## src/rtl/div_pkg.sv

```systemverilog
// rtl/div_pkg.sv - shared types and default widths for the sequential 16/8 divider
package div_pkg;

    localparam int DIVIDEND_W_DEF = 16;
    localparam int DIVISOR_W_DEF  = 8;

    typedef enum logic [1:0] {
        IDLE = 2'd0,
        CALC = 2'd1,
        DONE = 2'd2
    } state_t;

    function automatic int cnt_width(input int dividend_w);
        return $clog2(dividend_w);
    endfunction

endpackage

```

## src/rtl/div_step.sv

```systemverilog
// rtl/div_step.sv - one combinational restoring-division step
module div_step #(
    parameter int DIVISOR_W = 8
) (
    input  logic [DIVISOR_W-1:0] rem,
    input  logic                 in_bit,
    input  logic [DIVISOR_W-1:0] divisor,
    output logic [DIVISOR_W-1:0] next_rem,
    output logic                 q_bit
);

    logic [DIVISOR_W:0] shifted;

    // The stored remainder is always below the divisor, so only the shifted trial needs the extra bit.
    always_comb begin
        shifted  = {rem, in_bit};
        q_bit    = (shifted >= {1'b0, divisor});
        next_rem = q_bit ? DIVISOR_W'(shifted - {1'b0, divisor}) : DIVISOR_W'(shifted);
    end

endmodule

```

## src/rtl/seq_divider_16by8.sv

```systemverilog
// rtl/seq_divider_16by8.sv - iterative restoring divider, optional DIVIDER_CLOCK_GATE_EN datapath clock gate
module seq_divider_16by8
    import div_pkg::*;
#(
    parameter int DIVIDEND_W = DIVIDEND_W_DEF,
    parameter int DIVISOR_W  = DIVISOR_W_DEF
) (
    input  logic                  clk,
    input  logic                  rst_n,
    input  logic                  in_valid,
    output logic                  in_ready,
    input  logic [DIVIDEND_W-1:0] dividend,
    input  logic [DIVISOR_W-1:0]  divisor,
    output logic                  out_valid,
    input  logic                  out_ready,
    output logic [DIVIDEND_W-1:0] quotient,
    output logic [DIVISOR_W-1:0]  remainder,
    output logic                  div_by_zero
);

    localparam int CNT_W = cnt_width(DIVIDEND_W);

    state_t                state;
    state_t                next_state;
    logic [DIVISOR_W-1:0]  rem;
    logic [DIVIDEND_W-1:0] q;
    logic [DIVISOR_W-1:0]  div_reg;
    logic [CNT_W-1:0]      cnt;
    logic                  dbz;
    logic                  accept;
    logic                  dp_en;
    logic                  gated_clk;
    logic [DIVISOR_W-1:0]  step_rem;
    logic                  step_q_bit;

    assign accept = in_valid && in_ready;
    assign dp_en  = (state == CALC) || accept;

`ifdef DIVIDER_CLOCK_GATE_EN
    clock_gating u_clock_gating (
        .clk       (clk),
        .en        (dp_en),
        .gated_clk (gated_clk)
    );
`else
    assign gated_clk = clk;
`endif

    div_step #(.DIVISOR_W(DIVISOR_W)) u_div_step (
        .rem      (rem),
        .in_bit   (q[DIVIDEND_W-1]),
        .divisor  (div_reg),
        .next_rem (step_rem),
        .q_bit    (step_q_bit)
    );

    always_ff @(posedge clk or negedge rst_n) begin
        if (!rst_n) begin
            state <= IDLE;
        end else begin
            state <= next_state;
        end
    end

    always_comb begin
        next_state = state;
        case (state)
            IDLE:    if (in_valid) next_state = CALC;
            CALC:    if (cnt == '0) next_state = DONE;
            DONE:    if (out_ready) next_state = IDLE;
            default: next_state = IDLE;
        endcase
    end

    always_comb begin
        in_ready  = (state == IDLE);
        out_valid = (state == DONE);
    end

    // A zero divisor has its result loaded at accept and idles one CALC cycle, giving a one-cycle latency.
    always_ff @(posedge gated_clk or negedge rst_n) begin
        if (!rst_n) begin
            rem     <= '0;
            q       <= '0;
            div_reg <= '0;
            cnt     <= '0;
            dbz     <= 1'b0;
        end else if (dp_en) begin
            if (state == CALC) begin
                if (!dbz) begin
                    rem <= step_rem;
                    q   <= {q[DIVIDEND_W-2:0], step_q_bit};
                end
                cnt <= cnt - 1'b1;
            end else begin
                div_reg <= divisor;
                if (divisor == '0) begin
                    q   <= '1;
                    rem <= dividend[DIVISOR_W-1:0];
                    cnt <= '0;
                    dbz <= 1'b1;
                end else begin
                    q   <= dividend;
                    rem <= '0;
                    cnt <= CNT_W'(DIVIDEND_W - 1);
                    dbz <= 1'b0;
                end
            end
        end
    end

    assign quotient    = q;
    assign remainder   = rem;
    assign div_by_zero = dbz;

endmodule

```

## config.mk

```make
export PLATFORM = sky130hd
export DESIGN_NAME = seq_divider_16by8
export DESIGN_NICKNAME = d
export VERILOG_FILES = /design/src/rtl/div_pkg.sv /design/src/rtl/div_step.sv /design/src/rtl/seq_divider_16by8.sv
export SDC_FILE = /design/constraint.sdc
export NUM_CORES = 1
export LEC_CHECK = 0
export ABC_AREA = 0
export CORE_MARGIN = 2
export CORE_UTILIZATION = 53
export DETAILED_ROUTE_END_ITERATION = 10
export GPL_ROUTABILITY_DRIVEN = 1
export PLACE_DENSITY = 0.92
export SLEW_MARGIN = 20
export SYNTH_ARGS = -nofsm -noshare
export SYNTH_HDL_FRONTEND = slang
export SYNTH_SLANG_ARGS = --single-unit
```

## constraint.sdc

```tcl
create_clock -name clk -period 5.9 [get_ports clk]
set_clock_uncertainty 0.2 [all_clocks]
set_input_delay 0.59 -clock clk [delete_from_list [all_inputs] [get_ports clk]]
set_output_delay 0.59 -clock clk [all_outputs]
set_load 0.02 [all_outputs]
```

==> flow_summary.toml <==
[logic_synthesis]
netlist_top_cells_area = "dfrtp_1 44%, o21ai_0 6.9%, nand2_1 6.9%"
async_reset_ff_share_pct = 100
synth_cell_type_count = 52
netlist_area_um2 = 2240
ys.flop_type = "dfrtp_1"
synth_edf_count = 0
synth.largest_area_cell = "dfrtp_1"
yosysSeqAreaShare_pct = 43.6
synth.avg_cell_area_um2 = 8.87
synth-seq-cells = 39
postSynthCellCount = 252
yosysWarnings = 0
synthesis.nets = 290
synth_top_area_share_pct = 43.6

[route]
drt_wl_total_um = 5660
drc = 0
drt-initial-drc-count = 151
viasPerCell = 5.97
final_antenna_net_count = 0
vias = 2103
dr.pass1.iters = 5
wl_per_cell_um = 16.1

[global_route]
grt_max_degree = 40
antenna_found_initial = 0
grt_pass1_wl_um = 9270
top_usage_layer = "met2"
grt_usage_pct = 26.1
use_met2_pct = 43.4
grt_use_met3_pct = 4.55
use_met1_pct = 35.0
grt_pass1_vias = 1914
gr-total-overflow = 0

[setup_path]
crit_type = "in2reg"
start_kind = "input pin"
crit_end = "remainder[7]"
worstReg2RegStart = "state[1]"
startpoint = "in_valid"
timing.rr.end = "quotient[15]"
reg2reg_depth = 4
r2r_slack_ns = 3.34
cp_max_fo = 37
crit_path_end_kind = "register"
required_ns = 5.91
cp.arrival_ns = 2.64

[timing]
setup-violations-final = 0
worst_pin_slew_ns = 1.05
finalSetupTns_ns = 0
finalCritPeriodShare_pct = 44.6
final_max_slew_viol_count = 0
hold_viol_final = 0
fin_crit_ns = 2.63
rsz0062_at_grt = "no"
timing.fmax_mhz = 380
fin_ws_ns = 3.27
relSlewSlack_pct = 30.2

[placed_design]
io_buffers = 54
place_hpwl_um = 4080
pre_cts_slack_ns = 3.00
gp_congestion = 0.935

[final_layout]
num-nets-final = 339
mostFrequentLayoutCells = "53 x clkdlybuf4s50_1, 41 x nand2_1, 39 x dfrtp_1"
largest_register_ffs = 16
diodes = 0
syn2layout_area_growth_pct = 29.3
final_layout_size_suffix_gt1_share_pct = 6.62
layout_commonest_cell = "clkdlybuf4s50_1"
nFillCells = 330

[clock_tree]
insertion_delay_ns = 0.29
tritoncts = "done"
cts_buffers = 5
cts_resized = 0
h-tree-depth = 2
clockBufferDepth = 2
clock_sinks = 39
cts_hold_buf = 0
path_clk_slew_ns = 0.08
cts_setup_buffers = 0
cts-root-buf = "clkbuf_8"

[floorplan]
die_h_um = 69.0
die_w_um = 69.0
io_pins = 55
coreArea_um2 = 4030
initial_core_util_pct = 55.5
die_area_um2 = 4750
rows = 23

[pwr]
power_mw = 1.94
p_clk_share_pct = 11.9
peakVddDrop_mv = 0.372
cellLeakagePower_nw = 1.22
combPwrFrac_pct = 60.9
switchingPower_mw = 0.864
p_seq_share_pct = 27.1
swShare_pct = 44.6
power_density_nw_per_um2 = 669
p_int_mw = 1.07

[min_path]
hp-class = "in2async"

[status]
status = "completed"

[flow_run]
drv_cap = 0
==> cells in the mapped netlist, types with 2 or more instances <==
cell / number
o21a_1: 2
nand2b_1: 2
nor2_1: 15
a21o_1: 2
buf_2: 6
ha_1: 9
o221ai_1: 2
a31oi_1: 7
nor3_1: 2
o31ai_1: 3
inv_1: 13
a211oi_2: 2
a21oi_1: 10
nor2b_1: 3
or3_1: 2
and3_1: 3
nor4_1: 3
clkbuf_1: 5
o211ai_1: 3
nand3_1: 3
nand2_1: 41
dfrtp_1: 39
o22ai_1: 15
o21ai_0: 31
a32oi_1: 2
==> cells by family (layout without fill, tap and decap cells) <==
logic type               count (synthesis)  after routing  share of synthesized area [%]
AO/OA/AOI/OAI                           91             91                           26.3
AND/OR/NAND/NOR                         83             83                           17.7
flip-flops                              39             39                           43.6
buffers and inverters                   26             76                           5.20
adder cells (fa/ha/maj)                 10             10                           5.93
XOR/XNOR                                 2              2                          0.784
multiplexers                             1              1                          0.448
==> power groups by stage <==
stage	clock network, mW	registers (mW)	logic (mW)
2_1_floorplan	0	0.597	0.742
3_3_place_gp	0	0.521	1.14
3_5_place_dp	0	0.526	1.17
4_1_cts	0.234	0.523	1.18
5_1_grt	0.248	0.539	1.31
6_report	0.231	0.525	1.18
==> per-layer routing <==
layer  wire length (um)  part of all wire (%)
met1               2440                    43
met2               2910                    51
met3                226                   4.0
met4                 85                   1.5
met5                  0                     0
==> final cells by class <==
class / count / area [um^2] / area share (%)
inverters: 13 / 48.8 / 1.69
repair buffers: 55 / 543 / 18.8
clock inverters: 2 / 35.0 / 1.21
multi-input cells: 187 / 1140 / 39.6
clock buffers: 6 / 82.6 / 2.86
well taps: 50 / 62.6 / 2.16
flip-flops and latches: 39 / 976 / 33.8
==> per-stage QoR <==
stage	cell area, um^2	std cells	utilization [%]	hold WS (ns)
after detailed placement	2770	344	68.9	0.295
after global routing	2890	352	71.8	0.277
after CTS	2890	352	71.8	0.237
final	2890	352	71.8	0.211
after floorplan	2240	252	-	0.0944
after global placement	2770	344	68.9	0.287
==> worst min-delay path by stage <==
stage,startpoint,end,slack [ns],cells after the start
floorplan,rst_n,cnt[0],0.09,0
global placement,quotient[0],quotient[0],0.29,2
detailed placement,quotient[0],quotient[0],0.30,2
CTS,rst_n,quotient[9],0.24,1
global route,rst_n,quotient[3],0.28,1
finish,rst_n,quotient[9],0.21,1
==> worst max-delay path, cell delays in order <==
cell and delay, ns:
clkdlybuf4s50_1 0.42, nor2_1 0.17, a211o_1 0.83, nor2_4 0.20, a21oi_1 0.20, o31ai_1 0.09, a31oi_1 0.14
No activity file was read; power rests on OpenSTA's default activity.
